## config.mk

```make
export PLATFORM = sky130hd
export DESIGN_NAME = seg_scan_mux
export DESIGN_NICKNAME = d
export VERILOG_FILES = /design/src/rtl/seg_scan_mux.sv
export SDC_FILE = /design/constraint.sdc
export NUM_CORES = 1
export LEC_CHECK = 0
export CAP_MARGIN = 20
export CORE_MARGIN = 2
export CORE_UTILIZATION = 50
export DETAILED_ROUTE_END_ITERATION = 8
export GPL_TIMING_DRIVEN = 0
export PLACE_DENSITY = 0.71
export SETUP_SLACK_MARGIN = 0.02
export SYNTH_ARGS = -nofsm -noshare
export SYNTH_HDL_FRONTEND = slang
export SYNTH_SLANG_ARGS = --single-unit
```

## constraint.sdc

```tcl
create_clock -name clk -period 3.61 [get_ports clk]
set_input_delay 0.9025 -clock clk [delete_from_list [all_inputs] [get_ports clk]]
set_output_delay 0.9025 -clock clk [all_outputs]
set_load 0.01 [all_outputs]
```

## src/rtl/seg_scan_mux.sv

```systemverilog
// -----------------------------------------------------------------------------
// seg_scan_mux
//
// Time-multiplexed scan driver for a common-anode multi-digit 7-segment
// display. A multi-digit hex value is held in an active buffer and presented
// one digit per slot. Each slot drives the digit nibble to an external
// hex-to-7-segment decoder and drives the matching active-low anode and
// decimal point.
//
// Features:
//   - Double buffering. New values land in a pending buffer and are copied to
//     the active buffer only at the frame boundary, so a frame never tears.
//   - Anti-ghosting guard. All anodes are off for the first GUARD cycles of
//     every slot, which gives the segment lines time to settle.
//   - Optional leading-zero blanking.
//
// Parameters:
//   NUM_DIGITS  number of display digits (2..8)
//   REFRESH_DIV clock cycles per digit slot (>= GUARD+2)
//   GUARD       cycles at the start of each slot with all anodes off
//   LZB         1 enables leading-zero blanking, 0 disables it
//
// Ports:
//   clk          in   system clock, rising edge
//   rst          in   synchronous reset, active high
//   value        in   display value; digit 0 is bits [3:0] (rightmost)
//   dp_in        in   decimal point per digit, 1 = lit
//   load         in   1-cycle strobe; captures value/dp_in into pending buffer
//   en           in   display enable (registered, takes effect one cycle later)
//   digit_hex    out  nibble of the current digit, to the decoder
//   an           out  anode selects, active low, one-hot-low when lit
//   dp           out  decimal point, active low
//   frame_start  out  1-cycle pulse when the scan wraps to digit 0
// -----------------------------------------------------------------------------
module seg_scan_mux #(
  parameter int unsigned NUM_DIGITS  = 4,
  parameter int unsigned REFRESH_DIV = 100000,
  parameter int unsigned GUARD       = 16,
  parameter int unsigned LZB         = 1
) (
  input  logic                    clk,
  input  logic                    rst,
  input  logic [4*NUM_DIGITS-1:0] value,
  input  logic [NUM_DIGITS-1:0]   dp_in,
  input  logic                    load,
  input  logic                    en,
  output logic [3:0]              digit_hex,
  output logic [NUM_DIGITS-1:0]   an,
  output logic                    dp,
  output logic                    frame_start
);

  localparam int unsigned CNT_W = (REFRESH_DIV > 1) ? $clog2(REFRESH_DIV) : 1;
  localparam int unsigned IDX_W = (NUM_DIGITS > 1) ? $clog2(NUM_DIGITS) : 1;

  localparam logic [CNT_W-1:0] CNT_LAST  = CNT_W'(REFRESH_DIV - 1);
  localparam logic [CNT_W-1:0] CNT_GUARD = CNT_W'(GUARD);
  localparam logic [IDX_W-1:0] IDX_LAST  = IDX_W'(NUM_DIGITS - 1);

  // ---------------------------------------------------------------------------
  // State registers
  // ---------------------------------------------------------------------------
  logic                    r_en_q;
  logic [CNT_W-1:0]        r_cnt;
  logic [IDX_W-1:0]        r_idx;
  logic [4*NUM_DIGITS-1:0] r_active_val;
  logic [NUM_DIGITS-1:0]   r_active_dp;
  logic [4*NUM_DIGITS-1:0] r_pend_val;
  logic [NUM_DIGITS-1:0]   r_pend_dp;
  logic                    r_pend_valid;

  // Registered outputs
  logic [3:0]              r_digit_hex;
  logic [NUM_DIGITS-1:0]   r_an;
  logic                    r_dp;
  logic                    r_frame_start;

  // ---------------------------------------------------------------------------
  // Next-state signals
  // ---------------------------------------------------------------------------
  logic                    w_tick;
  logic                    w_wrap;
  logic                    w_commit;
  logic [CNT_W-1:0]        w_cnt_nxt;
  logic [IDX_W-1:0]        w_idx_nxt;
  logic [4*NUM_DIGITS-1:0] w_active_val_nxt;
  logic [NUM_DIGITS-1:0]   w_active_dp_nxt;

  // Output-path signals
  logic [NUM_DIGITS-1:0]   w_blank;
  logic [3:0]              w_nib;
  logic                    w_dp_sel;
  logic                    w_blank_sel;
  logic                    w_lit;
  logic [NUM_DIGITS-1:0]   w_an_nxt;
  logic                    w_dp_nxt;

  // ---------------------------------------------------------------------------
  // Prescaler, digit index and frame-boundary commit
  // ---------------------------------------------------------------------------
  always_comb begin
    // The prescaler is frozen while disabled, so a tick can only be seen with
    // the display running; this also suppresses commits while disabled.
    w_tick   = r_en_q && (r_cnt == CNT_LAST);
    w_wrap   = w_tick && (r_idx == IDX_LAST);
    w_commit = w_wrap && r_pend_valid;

    w_cnt_nxt = r_cnt;
    if (r_en_q) begin
      w_cnt_nxt = (r_cnt == CNT_LAST) ? '0 : r_cnt + 1'b1;
    end

    w_idx_nxt = r_idx;
    if (w_tick) begin
      w_idx_nxt = (r_idx == IDX_LAST) ? '0 : r_idx + 1'b1;
    end

    w_active_val_nxt = r_active_val;
    w_active_dp_nxt  = r_active_dp;
    if (w_commit) begin
      w_active_val_nxt = r_pend_val;
      w_active_dp_nxt  = r_pend_dp;
    end
  end

  always_ff @(posedge clk) begin
    if (rst) begin
      r_en_q       <= 1'b0;
      r_cnt        <= '0;
      r_idx        <= '0;
      r_active_val <= '0;
      r_active_dp  <= '0;
      r_pend_val   <= '0;
      r_pend_dp    <= '0;
      r_pend_valid <= 1'b0;
    end else begin
      r_en_q       <= en;
      r_cnt        <= w_cnt_nxt;
      r_idx        <= w_idx_nxt;
      r_active_val <= w_active_val_nxt;
      r_active_dp  <= w_active_dp_nxt;
      // A load on the commit edge wins over the clear: the old pending data
      // moves to active above while the new data stays pending.
      if (load) begin
        r_pend_val   <= value;
        r_pend_dp    <= dp_in;
        r_pend_valid <= 1'b1;
      end else if (w_commit) begin
        r_pend_valid <= 1'b0;
      end
    end
  end

  // ---------------------------------------------------------------------------
  // Leading-zero blanking, evaluated on the value that will be active after
  // this edge. Walks from the most significant digit down; digit 0 is never
  // blanked so an all-zero value still shows a single "0".
  // ---------------------------------------------------------------------------
  always_comb begin
    logic        w_zero_run;
    int unsigned d;
    w_blank    = '0;
    w_zero_run = 1'b1;
    for (int unsigned k = 1; k < NUM_DIGITS; k++) begin
      d          = NUM_DIGITS - k;
      w_zero_run = w_zero_run && (w_active_val_nxt[4*d +: 4] == 4'h0);
      w_blank[d] = (LZB != 0) && w_zero_run;
    end
  end

  // ---------------------------------------------------------------------------
  // Output decode. Outputs are computed from the next-state cnt/idx/active so
  // the registered outputs line up with the new index on the same edge. The
  // enable term uses the current en_q, which is why a change on en shows on
  // the anodes two edges after the input moves.
  // ---------------------------------------------------------------------------
  always_comb begin
    w_nib       = 4'h0;
    w_dp_sel    = 1'b0;
    w_blank_sel = 1'b0;
    for (int unsigned i = 0; i < NUM_DIGITS; i++) begin
      if (w_idx_nxt == IDX_W'(i)) begin
        w_nib       = w_active_val_nxt[4*i +: 4];
        w_dp_sel    = w_active_dp_nxt[i];
        w_blank_sel = w_blank[i];
      end
    end

    w_lit = r_en_q && (w_cnt_nxt >= CNT_GUARD) && !w_blank_sel;

    w_an_nxt = '1;
    for (int unsigned i = 0; i < NUM_DIGITS; i++) begin
      w_an_nxt[i] = !(w_lit && (w_idx_nxt == IDX_W'(i)));
    end

    w_dp_nxt = !(w_lit && w_dp_sel);
  end

  always_ff @(posedge clk) begin
    if (rst) begin
      r_digit_hex   <= 4'h0;
      r_an          <= '1;
      r_dp          <= 1'b1;
      r_frame_start <= 1'b0;
    end else begin
      r_digit_hex   <= w_nib;
      r_an          <= w_an_nxt;
      r_dp          <= w_dp_nxt;
      r_frame_start <= w_wrap;
    end
  end

  assign digit_hex   = r_digit_hex;
  assign an          = r_an;
  assign dp          = r_dp;
  assign frame_start = r_frame_start;

endmodule

```

==> impl_results.md, run 1 <==
* Status: completed
* Area Growth Syn to Fin at 19.7%
* Antenna violations before repair at 0
* Total CTS buffers at 9
* Num Clock Sinks at 71
* Met2 Resource Use GR at 33.2%
* Post-Synthesis Cells at 352
* Buffers on Ports at 31
* Crit path DAT at 3.20 ns
* Fill cell count at 544
* Vias per cell at 5.58
* Starting Density at 51.0%
* Leakage at 1.50 nW
* Cell taking the most area after synthesis: dfxtp_1
* Post-synthesis cell area at 0.00318 sq mm
* Tightest Pin Transition at 0.831 ns
* Final WS setup at 0.714 ns
* PwrDens at 420 mW/mm^2
* Synthesized flop and latch total at 71
* DRC at 0
* Die footprint at 0.00702 sq mm
* Hpwl dp at 5260 microns
* Clock-pin slew on the worst setup and hold paths at 0.08 ns
* Share of synthesized registers carrying an async set or reset at 0%
* Met1 usage at 27.6%
* Gr busiest metal: met2
* CTS Hold Bufs at 0
* Final Critical Period at 2.90 ns
* Period Utilization, post-route at 80.2%
* Setup Skew at 0.00432 ns
* Share of layout cells above drive strength 1 at 7.02%
* Commonest cells after routing, fill and taps aside: dfxtp_1, nor2_1, nand2_1, mux2i_1, clkdlybuf4s50_1
* CP Data Required Time at 3.91 ns
* Worst slack at placement at 0.748 ns
* Fin. Hold Viols at 0
* First-pass GRT wire length at 11,600 microns
* Largest cells by area after synthesis: dfxtp_1, mux2i_1, nor2_1
* Final instance area at 0.00381 sq mm
* CTS tree: built
* Max Freq at 0.345 GHz
* Final nets at 420
* Drt pass-1 iters at 5
* Worst setup SP type: flop
* Post-synthesis cell type count at 48
* Setup crit end kind: flop
* Met3 GRT Util at 4.95%
* Register Area at 0.00142 sq mm
* Post-synthesis sequential area ratio at 44.7%
* Vias at 2,654
* Clock latency on the worst-skew pair at 0.35 ns
* Die W at 83.8 microns
* Area of the multi-input gates at 0.00167 sq mm
* Top Ports at 34
* Syn_area_per_cell at 9.04 sq um
* Post-CTS Resized at 0
* Clock Path Buffers at 2
* Die H at 83.8 microns
* DP Area at 0.00359 sq mm
* Vias in the first global route at 2,425
* GP Congestion at 0.859
* Crit path max fanout at 10
* Most common cell after layout, fill and taps aside: dfxtp_1
* Remaining antenna violation count at 0
* Routed WL at 7310 microns
* Peak VDD IR at 0.258 mV
* 1st-iter DRT viols at 235
* Final slew viol count at 0
* RSZ-0062 raised after global routing: no
* Slew Limit Headroom at 44.6%
* Mapped Nets at 378
* Row count at 29
* Worst setup path category: flop to flop
* Number of buffers added for setup after CTS at 0
* Largest net degree at the start of global routing at 14
* WL/cell at 15.4 microns
* Total gr overflow at 0
* Final setup vio count at 0
* Clock root cell: clkbuf_8
* # Max-Cap Violations at 0
* Core area at 0.00624 sq mm
* H-tree depth at 3
* N_diodes at 0
* Top cell type's share of synthesized area at 44.7%
* Post-synth EDFFs at 0
* Hold WC Path Type: flop to flop
* Global-route total usage across every layer at 20.8%
* Fin Setup TNS at 0 ns
* Synth warn at 0
* Dominant synthesized flop cell: dfxtp_1
[critical path: stages, from the launching register on]
cell and delay [ns]:
dfxtp_1 0.38, or4_4 0.59, nor3_2 0.28, nand4_1 0.49, clkbuf_1 0.45, mux2i_1 0.23, a221oi_1 0.28, o21a_1 0.15
[stage by stage]
| stage | hold slack, ns | total power [W] | util (%) | cells |
|---|---|---|---|---|
| after global placement | 0.440 | 0.000910 | 57.5 | 460 |
| final | 0.459 | 0.00160 | 61.0 | 476 |
| after global routing | 0.478 | 0.00165 | 61.0 | 476 |
| after detailed placement | 0.445 | 0.000912 | 57.5 | 460 |
| after CTS | 0.457 | 0.00161 | 61.0 | 476 |
| after floorplan | 0.428 | 0.000872 | - | 352 |
[registers in the layout, summed over array words and instances (netlist names)]
name          cells
an                4
digit_hex         4
dp                1
frame_start       1
r_active_dp       4
r_active_val     16
r_cnt            17
r_en_q            1
r_idx             2
r_pend_dp         4
r_pend_val       16
r_pend_valid      1
[metal layers]
metal	vias up	share of wire [%]
li1	1333	-
met1	1231	45
met2	83	48
met3	7	5.7
met4	0	1.2
met5	-	0
[kinds of logic (layout without fill, tap and decap cells)]
family	Yosys count	after routing	share of synthesized area, %
xor gates and xnor gates	14	14	3.85
buffers and inverters	23	70	2.95
muxes	44	44	13.9
AOI/OAI and AO/OA	47	47	9.87
DFF	71	71	44.7
and+or+nand+nor	151	151	24.0
adders and majority gates	2	2	0.786
[cell usage after synthesis, types with 3 or more instances]
cell      instances
a21oi_1          21
a221oi_1          3
a22oi_1           3
clkbuf_1         17
dfxtp_1          71
inv_1             3
mux2i_1          43
nand2_1          43
nand3_1           9
nand4_1           8
nor2_1           48
nor3_1            8
nor3_2            3
nor4_1            3
o21a_1            3
o21ai_0           4
or3_1             4
or4_1             6
xnor2_1           7
xor2_1            7
[worst paths after layout]
kind / from / end / slack (ns) / depth (start not counted)
worst min-delay path: r_active_dp[2]$_SDFF_PP0_ / r_active_dp[2]$_SDFF_PP0_ / 0.46 / 2
worst min register to register: r_active_dp[2]$_SDFF_PP0_ / r_active_dp[2]$_SDFF_PP0_ / 0.46 / 2
worst max register to register: r_cnt[11]$_SDFF_PP0_ / digit_hex[1]$_SDFF_PP0_ / 0.71 / 7
worst max-delay path: r_cnt[11]$_SDFF_PP0_ / digit_hex[1]$_SDFF_PP0_ / 0.71 / 7
[area by class of cell]
| cell class | instances | share of cell area [%] |
|---|---|---|
| Multi-Input combinational cell | 258 | 43.8 |
| Sequential cell | 71 | 37.3 |
| Timing Repair Buffer | 31 | 8.15 |
| Clock buffer | 9 | 3.25 |
| Tap cell | 77 | 2.53 |
| Clock inverter | 7 | 2.50 |
| Buffer | 20 | 2.17 |
| Inverter | 3 | 0.296 |
[power breakdown]
part	total, W	leakage [nW]	switching [W]	internal (W)
registers	0.000812	0.577	0.0000136	0.000799
logic	0.0000818	0.816	0.0000380	0.0000438
clock network	0.000707	0.110	0.000317	0.000390
(Power assumes the default switching activity.)
==> run 2: changes to the inputs <==
Settings changed: PLACE_DENSITY 0.71 to 0.74.
Clock period 3.61 ns to 2.5 ns, I/O delays scaled along.
==> impl_results.md, run 2 (same netlist as run 1, synthesis figures left out) <==
* Peak VDD IR at 0.397 mV
* Final WS setup at -0.192 ns
* Crit-path max cell delay at 0.61 ns
* Hold Path Stages at 2
* PwrDens at 573 mW/mm^2
* RSZ-0062 raised after global routing: yes
* Fin. Hold Viols at 0
* Clock Path Buffers at 2
* CTS Hold Bufs at 0
* Reg2Reg Setup Slack at -0.19 ns
* # Max-Cap Violations at 0
* First-pass GRT wire length at 12,500 microns
* Slew Limit Headroom at 43.4%
* Status: finished with violations
* Hpwl dp at 5160 microns
* Total CTS buffers at 9
* Final nets at 434
* Commonest cells after routing, fill and taps aside: dfxtp_1, nor2_1, nand2_1
* End of the critical path: an[2]$_SDFF_PP1_
* Area Growth Syn to Fin at 25.7%
* Fin util at 64.1%
* Setup Skew at 0.00799 ns
* Drt pass-1 iters at 4
* Vias in the first global route at 2,606
* CP Data Required Time at 2.73 ns
* GP Congestion at 0.855
* Largest net degree at the start of global routing at 13
* Most common cell after layout, fill and taps aside: dfxtp_1
* Remaining antenna violation count at 0
* Setup crit end kind: flop
* Global-route total usage across every layer at 22.5%
* Vias at 2,764
* Clock latency on the worst-skew pair at 0.35 ns
* DP Cell Count at 460
* Pwr Total at 0.00229 W
* FF-to-FF Start: r_cnt[8]$_SDFF_PP0_
* Reg2reg end: an[2]$_SDFF_PP1_
* Final slew viol count at 0
* FF-to-FF path depth at 8
* Period Utilization, post-route at 108%
* 1st-iter DRT viols at 135
* Tightest Pin Transition at 0.849 ns
* Register bank with the most flops: r_cnt
* Core area at 0.00624 sq mm
* Top Ports at 34
* Final cell count without fillers at 489
* WHS at 0.455 ns
* Hold WC Path Type: flop to flop
* Die H at 83.8 microns
* Clock root cell: clkbuf_8
* Routed WL at 7690 microns
* Worst setup SP type: flop
* Crit-path cells: or4bb_1, or4_4, o21a_4, nor2_8, buf_4, o31a_1, o211ai_2, or3_1
* Buffers on Ports at 31
* H-tree depth at 3
* Max Freq at 0.371 GHz
* Vias per cell at 5.65
* Total gr overflow at 0
* Die W at 83.8 microns
* Clock-pin slew on the worst setup and hold paths at 0.08 ns
* Failing checks: negative setup slack
* Leakage at 1.61 nW
* Num Clock Sinks at 71
* Slowest-stage cell, CP: or4_4
* DRC at 0
* Worst setup path category: flop to flop
* N_diodes at 0
* Starting Density at 51.0%
* Worst slack at placement at -0.349 ns
* Final setup vio count at 12
* Max reg flops at 17
* CTS tree: built
* Final Critical Period at 2.69 ns
* WL/cell at 15.7 microns
* Fill cell count at 527
* Share of layout cells above drive strength 1 at 14.3%
* Crit path DAT at 2.92 ns
* Die footprint at 0.00702 sq mm
* CP Launch Point: r_cnt[8]$_SDFF_PP0_
* Top flop regs: r_cnt (17), r_active_val (16), r_pend_val (16)
* Crit path max fanout at 5
* Antenna violations before repair at 0
* Row count at 29
## run 2: changes by cell type in the layout (fill, tap and decap cells not counted), moves of 3 or more
cell	change
dfxtp_1	-5
buf_4	+17
clkbuf_1	-5
dfxtp_4	+3
## run 2: repair_timing
| action | in CTS | in global routing |
|---|---|---|
| hold endpoints to repair | 0 | 0 |
| setup endpoints to repair | 34 | 29 |
| pin swaps | 9 | 7 |
| cloned | 1 | 0 |
| setup buffers | 12 | 5 |
| resized for setup | 14 | 9 |
## run 2: worst max-delay path: cells and delay by family (launching register included)
kind,cells,cell delay [ns]
AO/OA/AOI/OAI,3,0.51
buffers and inverters,1,0.12
flip-flops,1,0.35
AND/OR/NAND/NOR,4,1.58
## run 2: layout make-up
type	instances	area, sq um	share of cell area, %
buffer	17	81.3	2.03
multi-input combinational	258	1720	42.9
clock buffer	10	128	3.19
inverter	3	11.3	0.281
sequential	71	1440	35.9
tap	77	96.3	2.41
clock inverter	5	82.6	2.06
timing repair buffer	48	450	11.3
## run 2: metrics by stage
step | setup TNS (ns) | cell area (sq um)
CTS | -0.937 | 3950
global route | -3.01 | 4000
detailed placement | -6.59 | 3590
finish | -1.15 | 4000
floorplan | -0.308 | 3190
global placement | -6.38 | 3590
## run 2: metal layers
| layer | GRT usage (%) | up-vias | part of all wire (%) |
|---|---|---|---|
| met1 | 29.3 | 1295 | 45 |
| met4 | 7.33 | 0 | 1.4 |
| li1 | - | 1363 | - |
| met3 | 7.91 | 13 | 6.1 |
| met5 | 0 | - | 0 |
| met2 | 35.1 | 93 | 47 |
## run 2: where the power goes
group / internal (W) / leakage (nW) / total [W] / switching (W)
combinational: 0.0000651 / 0.924 / 0.000123 / 0.0000576
clock: 0.000560 / 0.107 / 0.000999 / 0.000439
sequential: 0.00115 / 0.580 / 0.00117 / 0.0000194
total: 0.00178 / 1.61 / 0.00229 / 0.000516
## run 2: how the worst min path moves through the flow
| stage | from | endpoint | slack, ns |
|---|---|---|---|
| 2_1_floorplan | r_active_dp[2]$_SDFF_PP0_ | r_active_dp[2]$_SDFF_PP0_ | 0.43 |
| 3_3_place_gp | r_active_dp[3]$_SDFF_PP0_ | r_active_dp[3]$_SDFF_PP0_ | 0.44 |
| 3_5_place_dp | r_active_val[0]$_SDFF_PP0_ | r_active_val[0]$_SDFF_PP0_ | 0.44 |
| 4_1_cts | r_active_val[0]$_SDFF_PP0_ | r_active_val[0]$_SDFF_PP0_ | 0.45 |
| 5_1_grt | r_active_val[10]$_SDFF_PP0_ | r_active_val[10]$_SDFF_PP0_ | 0.48 |
| 6_report | r_active_val[0]$_SDFF_PP0_ | r_active_val[0]$_SDFF_PP0_ | 0.45 |
